## src/rtl/instruction_fetch_pkg.sv

```systemverilog
// Shared types and constants for the instruction fetch stage.
package instruction_fetch_pkg;

    localparam int          INSTR_WIDTH    = 32;
    localparam logic [31:0] PC_INC         = 32'd4;
    localparam logic [31:0] PC_READ_OFFSET = 32'd8;

    typedef enum logic [1:0] {
        IDLE,
        FETCH,
        WAIT,
        HOLD
    } fetch_state_t;

endpackage

```

## src/rtl/instruction_fetch_if.sv

```systemverilog
// Fetch-stage bundle: decode/register-file controls, instruction memory port and presented instruction.
interface instruction_fetch_if;
    import instruction_fetch_pkg::*;

    logic                   stall;
    logic                   writeToPC;
    logic [31:0]            pcWriteData;
    logic                   branchTaken;
    logic [23:0]            branchOffset;
    logic                   imemReq;
    logic [31:0]            imemAddr;
    logic                   imemValid;
    logic [INSTR_WIDTH-1:0] imemData;
    logic [INSTR_WIDTH-1:0] instrOut;
    logic                   instrValid;
    logic [31:0]            instrPC;
    logic [31:0]            oldPCVal;

    modport master (
        input  stall, writeToPC, pcWriteData, branchTaken, branchOffset, imemValid, imemData,
        output imemReq, imemAddr, instrOut, instrValid, instrPC, oldPCVal
    );

    modport slave (
        output stall, writeToPC, pcWriteData, branchTaken, branchOffset, imemValid, imemData,
        input  imemReq, imemAddr, instrOut, instrValid, instrPC, oldPCVal
    );

endinterface

```

## src/rtl/instruction_fetch_pc_next_logic.sv

```systemverilog
// Redirect priority and target generation: an R15 write beats a branch taken on a consume cycle.
module pc_next_logic
    import instruction_fetch_pkg::*;
(
    input  logic        write_to_pc,
    input  logic [31:0] pc_write_data,
    input  logic        branch_taken,
    input  logic [23:0] branch_offset,
    input  logic        consume,
    input  logic [31:0] instr_pc,
    output logic        redirect,
    output logic [31:0] target
);

    logic [31:0] branch_target;

    assign branch_target = instr_pc + PC_READ_OFFSET
                         + {{6{branch_offset[23]}}, branch_offset, 2'b00};

    // NOTE: both outputs get a default before any branch so no latch is inferred.
    always_comb begin
        redirect = 1'b0;
        target   = branch_target;
        if (write_to_pc) begin
            redirect = 1'b1;
            target   = {pc_write_data[31:2], 2'b00};
        end else if (branch_taken && consume) begin
            redirect = 1'b1;
        end
    end

endmodule

```

## src/rtl/instruction_fetch.sv

```systemverilog
// Fetch stage: owns the PC, issues one instruction-memory request at a time, presents one instruction to decode.
module instruction_fetch
    import instruction_fetch_pkg::*;
#(
    parameter logic [31:0] RESET_PC = 32'h0000_0000
) (
    input  logic                clk,
    input  logic                reset,
    instruction_fetch_if.master bus
);

    fetch_state_t           state;
    logic [31:0]            pc;
    logic                   squash;
    logic                   imem_req;
    logic [31:0]            imem_addr;
    logic [INSTR_WIDTH-1:0] instr_out;
    logic                   instr_valid;
    logic [31:0]            instr_pc;

    logic                   consume;
    logic                   redirect;
    logic [31:0]            target;
    logic [31:0]            fetch_pc;

    assign consume  = instr_valid && !bus.stall;
    assign fetch_pc = redirect ? target : pc;

    pc_next_logic u_pc_next (
        .write_to_pc   (bus.writeToPC),
        .pc_write_data (bus.pcWriteData),
        .branch_taken  (bus.branchTaken),
        .branch_offset (bus.branchOffset),
        .consume       (consume),
        .instr_pc      (instr_pc),
        .redirect      (redirect),
        .target        (target)
    );

    assign bus.imemReq    = imem_req;
    assign bus.imemAddr   = imem_addr;
    assign bus.instrOut   = instr_out;
    assign bus.instrValid = instr_valid;
    assign bus.instrPC    = instr_pc;
    assign bus.oldPCVal   = instr_pc + PC_READ_OFFSET;

    // NOTE: imem_addr is separate from pc so a redirect can move pc while the request is outstanding.
    always_ff @(posedge clk or negedge reset) begin
        if (!reset) begin
            state       <= IDLE;
            pc          <= RESET_PC;
            squash      <= 1'b0;
            imem_req    <= 1'b0;
            imem_addr   <= RESET_PC;
            instr_out   <= '0;
            instr_valid <= 1'b0;
            instr_pc    <= '0;
        end else begin
            imem_req <= 1'b0;
            unique case (state)
                IDLE: begin
                    pc        <= fetch_pc;
                    imem_req  <= 1'b1;
                    imem_addr <= fetch_pc;
                    state     <= FETCH;
                end
                FETCH: begin
                    if (redirect) begin
                        pc     <= target;
                        squash <= 1'b1;
                    end
                    state <= WAIT;
                end
                WAIT: begin
                    if (bus.imemValid) begin
                        if (squash || redirect) begin
                            squash    <= 1'b0;
                            pc        <= fetch_pc;
                            imem_req  <= 1'b1;
                            imem_addr <= fetch_pc;
                            state     <= FETCH;
                        end else begin
                            instr_out   <= bus.imemData;
                            instr_pc    <= pc;
                            instr_valid <= 1'b1;
                            pc          <= pc + PC_INC;
                            state       <= HOLD;
                        end
                    end else if (redirect) begin
                        pc     <= target;
                        squash <= 1'b1;
                    end
                end
                HOLD: begin
                    if (bus.writeToPC || consume) begin
                        instr_valid <= 1'b0;
                        pc          <= fetch_pc;
                        imem_req    <= 1'b1;
                        imem_addr   <= fetch_pc;
                        state       <= FETCH;
                    end
                end
                default: state <= IDLE;
            endcase
        end
    end

endmodule
```

## src/flat_wrapper.sv

```systemverilog
// flat-port wrapper written by rule: the top's interface ports become plain ports
module instruction_fetch_flat import instruction_fetch_pkg::*;
#(
    parameter logic [31:0] RESET_PC = 32'h0000_0000
)
  (clk, reset, bus_stall, bus_writeToPC, bus_pcWriteData, bus_branchTaken, bus_branchOffset, bus_imemValid, bus_imemData, bus_imemReq, bus_imemAddr, bus_instrOut, bus_instrValid, bus_instrPC, bus_oldPCVal);
  instruction_fetch_if bus_i ();
  input  logic clk;
  input  logic reset;
  input wire logic [$bits(bus_i.stall)-1:0] bus_stall;
  input wire logic [$bits(bus_i.writeToPC)-1:0] bus_writeToPC;
  input wire logic [$bits(bus_i.pcWriteData)-1:0] bus_pcWriteData;
  input wire logic [$bits(bus_i.branchTaken)-1:0] bus_branchTaken;
  input wire logic [$bits(bus_i.branchOffset)-1:0] bus_branchOffset;
  input wire logic [$bits(bus_i.imemValid)-1:0] bus_imemValid;
  input wire logic [$bits(bus_i.imemData)-1:0] bus_imemData;
  output wire logic [$bits(bus_i.imemReq)-1:0] bus_imemReq;
  output wire logic [$bits(bus_i.imemAddr)-1:0] bus_imemAddr;
  output wire logic [$bits(bus_i.instrOut)-1:0] bus_instrOut;
  output wire logic [$bits(bus_i.instrValid)-1:0] bus_instrValid;
  output wire logic [$bits(bus_i.instrPC)-1:0] bus_instrPC;
  output wire logic [$bits(bus_i.oldPCVal)-1:0] bus_oldPCVal;
  assign bus_i.stall = bus_stall;
  assign bus_i.writeToPC = bus_writeToPC;
  assign bus_i.pcWriteData = bus_pcWriteData;
  assign bus_i.branchTaken = bus_branchTaken;
  assign bus_i.branchOffset = bus_branchOffset;
  assign bus_i.imemValid = bus_imemValid;
  assign bus_i.imemData = bus_imemData;
  assign bus_imemReq = bus_i.imemReq;
  assign bus_imemAddr = bus_i.imemAddr;
  assign bus_instrOut = bus_i.instrOut;
  assign bus_instrValid = bus_i.instrValid;
  assign bus_instrPC = bus_i.instrPC;
  assign bus_oldPCVal = bus_i.oldPCVal;
  instruction_fetch #(.RESET_PC(RESET_PC)) u_core (.clk(clk), .reset(reset), .bus(bus_i));
endmodule
```

## config.mk

```make
export PLATFORM = sky130hd
export DESIGN_NAME = instruction_fetch_flat
export DESIGN_NICKNAME = d
export VERILOG_FILES = /design/src/rtl/instruction_fetch_pkg.sv /design/src/rtl/instruction_fetch_if.sv /design/src/rtl/instruction_fetch_pc_next_logic.sv /design/src/rtl/instruction_fetch.sv /design/src/flat_wrapper.sv
export SDC_FILE = /design/constraint.sdc
export NUM_CORES = 1
export LEC_CHECK = 0
export ABC_AREA = 1
export CORE_ASPECT_RATIO = 1.4
export CORE_MARGIN = 2
export CORE_UTILIZATION = 45
export DETAILED_ROUTE_END_ITERATION = 10
export HOLD_SLACK_MARGIN = 0.05
export MAX_ROUTING_LAYER = met4
export PLACE_DENSITY_LB_ADDON = 0.15
export SLEW_MARGIN = 25
export SYNTH_ARGS = -nofsm -noshare
export SYNTH_HDL_FRONTEND = slang
export SYNTH_SLANG_ARGS = --single-unit
export TNS_END_PERCENT = 5
```

## constraint.sdc

```tcl
create_clock -name clk -period 2.79 [get_ports clk]
set_input_delay 0.837 -clock clk [delete_from_list [all_inputs] [get_ports clk]]
set_output_delay 0.837 -clock clk [all_outputs]
set_load 0.01 [all_outputs]
```

==> impl_metrics.tcl <==
set metrics [dict create \
    status "finished, violations left" \
    violations "negative setup slack" \
    ant_nets 0 \
    finalWirelength_um 34900 \
    hp-class "in2async" \
    clock_latency_ns 0.42 \
    syn_area_um2 9540 \
    dp_slack_ns -0.604 \
    path_clk_slew_ns 0.06 \
    synth-edff-count 0 \
    synth_adder_area_share_pct 5.19 \
    dp_hpwl_um 25900 \
    grt_pass1_wl_um 54000 \
    final_layout_size_suffix_gt1_share_pct 28.4 \
    cp.required_ns 1.95 \
    grt_overflow_total 0 \
    synth-simple-area-share_pct 36.9 \
    start_util_pct 45.5 \
    r2r_start "u_core.bus.instrPC[4]" \
    core_area_um2 21000 \
    ios 224 \
    area_growth_pct 62.5 \
    first_pass_iters 6 \
    vdd_drop_max_uv 662 \
    finalPower_mw 15.8 \
    finalCriticalPeriod_ns 3.32 \
    setup.worst_path.start_class "register" \
    grt_pass1_vias 11200 \
    timing.hold.ws_ns 0.334 \
    relSlewSlack_pct 70.9 \
    chipHeight_um 176 \
    end_kind "primary output" \
    cts_buffers 17 \
    fin_skew_ns 0.0197 \
    drc 0 \
    startpoint "u_core.bus.instrPC[4]" \
    synth_seq_cells 133 \
    finalNetCount 2001 \
    routabilityCongestion 0.965 \
    hold_buffers 0 \
    track_usage_pct 31.3 \
    path_class "reg2out" \
    reg2reg_depth 27 \
    finalCritPeriodShare_pct 119 \
    antenna_found_initial 0 \
    placed_cells 2083 \
    drv_cap 0 \
    cts_max_path_buffers 2 \
    setup_viol 62 \
    r2r_setup_slack_ns -0.52 \
    synthMuxAreaShare_pct 0 \
    cts_tree "done" \
    ys_types 44 \
    ys.flop_type "dfrtp_1" \
    h-tree-depth 4 \
    synthCells 1431 \
    worstMarginPinSlew_ns 0.436 \
    power_density_nw_per_um2 1020 \
    fmax_mhz 302 \
    routedWlPerCell_um 16.3 \
    mostFrequentLayoutCell "nand2_1" \
    vias 11200 \
    report.final.slew_viol_count 0 \
    dieWidth_um 127 \
    clkSinkCount 133 \
    synth_fp_nets 1564 \
    antenna_cells 0 \
    cts-root-buf "clkbuf_16" \
    setup_slack_ns -0.526 \
    initialDrtViolationCount 784 \
    die_area_um2 22400 \
    r2r_end "u_core.pc[31]" \
    syn_area_per_cell_um2 6.67 \
    synth_xor_area_share_pct 3.12 \
    synth_top_family_by_area "simple AND/OR/NAND/NOR gates" \
    p_leak_nw 7.69 \
    fin_cells 2141 \
    layout_common_cells "nand2_1, buf_4, clkdlybuf4s50_1, inv_1, dfrtp_1" \
    port_buffers 221 \
    seq_area_frac_synth_pct 34.9 \
    synth_compound_area_share_pct 10.8 \
    async_flop_share_pct 100 \
    grt_max_degree 50 \
    worstPathMaxFanout 5 \
    synth_warnings 0 \
    vias_per_cell 5.22 \
    hold_violations 0 \
    rsz0062_at_grt "true" \
    cp_data_arrival_time_ns 2.48 \
    row_count 63 \
]
cell type report:
cell class | count | area [um2]
Clock buffer | 18 | 429
Sequential cell | 133 | 3330
Timing Repair Buffer | 465 | 4200
Inverter | 169 | 634
Multi-Input combinational cell | 1082 | 6410
Clock inverter | 14 | 176
Tap cell | 260 | 325
Fill cell | 1696 | 5460
report_power, final:
group	internal, mW	leakage [nW]	switching, mW
combinational	4.82	5.76	5.13
sequential	2.80	1.65	0.781
clock	1.41	0.280	0.882
total	9.04	7.69	6.79
layer usage:
metal  wire (um)  part of all wire, %  up-vias  GRT usage (%)
met5           0                    0        -              -
met4        1870                  5.4        0           14.8
met3        1790                  5.1      119           3.97
met2       17500                   50      420           54.5
met1       13800                   39     5216           35.8
li1            -                    -     5428              -
worst max-delay path by stage:
stage | cells past startpoint | slack, ns | to
4_1_cts | 11 | -0.40 | bus_oldPCVal[28]
6_report | 14 | -0.53 | bus_oldPCVal[29]
3_3_place_gp | 16 | -0.52 | u_core.pc[26]
5_1_grt | 27 | -0.71 | u_core.pc[31]
3_5_place_dp | 14 | -0.60 | u_core.pc[10]
2_1_floorplan | 22 | -0.05 | u_core.pc[30]
cells by family after synthesis:
logic type / after synthesis
AOI/OAI and AO/OA: 179
buffers and inverters: 216
xor gates and xnor gates: 34
DFF: 133
and+or+nand+nor: 830
adders and majority gates: 39
state kept, by name, summed over array words and instances (netlist names):
signal / cells
u_core.bus.imemAddr: 32
u_core.bus.instrValid: 1
u_core.bus.instrPC: 32
u_core.bus.imemReq: 1
u_core.squash: 1
u_core.bus.instrOut: 32
u_core.state: 2
u_core.pc: 32
cells in the mapped netlist, types with 11 or more instances:
cell type / count / area, um2
buf_2: 16 / 80.1
nor3_1: 20 / 100
nor2_1: 148 / 556
xor2_1: 28 / 245
o21ai_0: 78 / 390
ha_1: 38 / 475
clkbuf_1: 15 / 56.3
nand2_1: 506 / 1900
inv_1: 161 / 604
nand4_1: 15 / 93.8
a21oi_1: 32 / 160
a31oi_1: 19 / 119
nand3_1: 98 / 490
dfrtp_1: 133 / 3330
o21bai_1: 11 / 82.6
worst max-delay path, cell delays in order, from the launching register on:
cell     delay (ns)
dfrtp_2        0.38
buf_6          0.10
ha_4           0.14
nand3_4        0.07
nor2_4         0.15
nand3_4        0.16
nor2_4         0.19
nand3_4        0.10
nor2_4         0.14
buf_6          0.12
nand2_4        0.04
xor2_2         0.14
inv_2          0.06
buf_4          0.12
buf_2          0.13
stage by stage:
step	TNS (ns)	cell area [um2]	util [%]
final	-17.22	15500	73.9
after global routing	-26.41	15500	73.9
after CTS	-14.34	15000	71.4
after detailed placement	-24.08	13700	65.3
after global placement	-20.55	13700	65.3
after floorplan	-0.181	9620	-
repair_timing:
item	4_1_cts	5_1_grt
setup endpoints to repair	73	73
gates resized for setup	178	116
pin swaps	55	57
setup buffers	19	9
(Power assumes the default switching activity.)
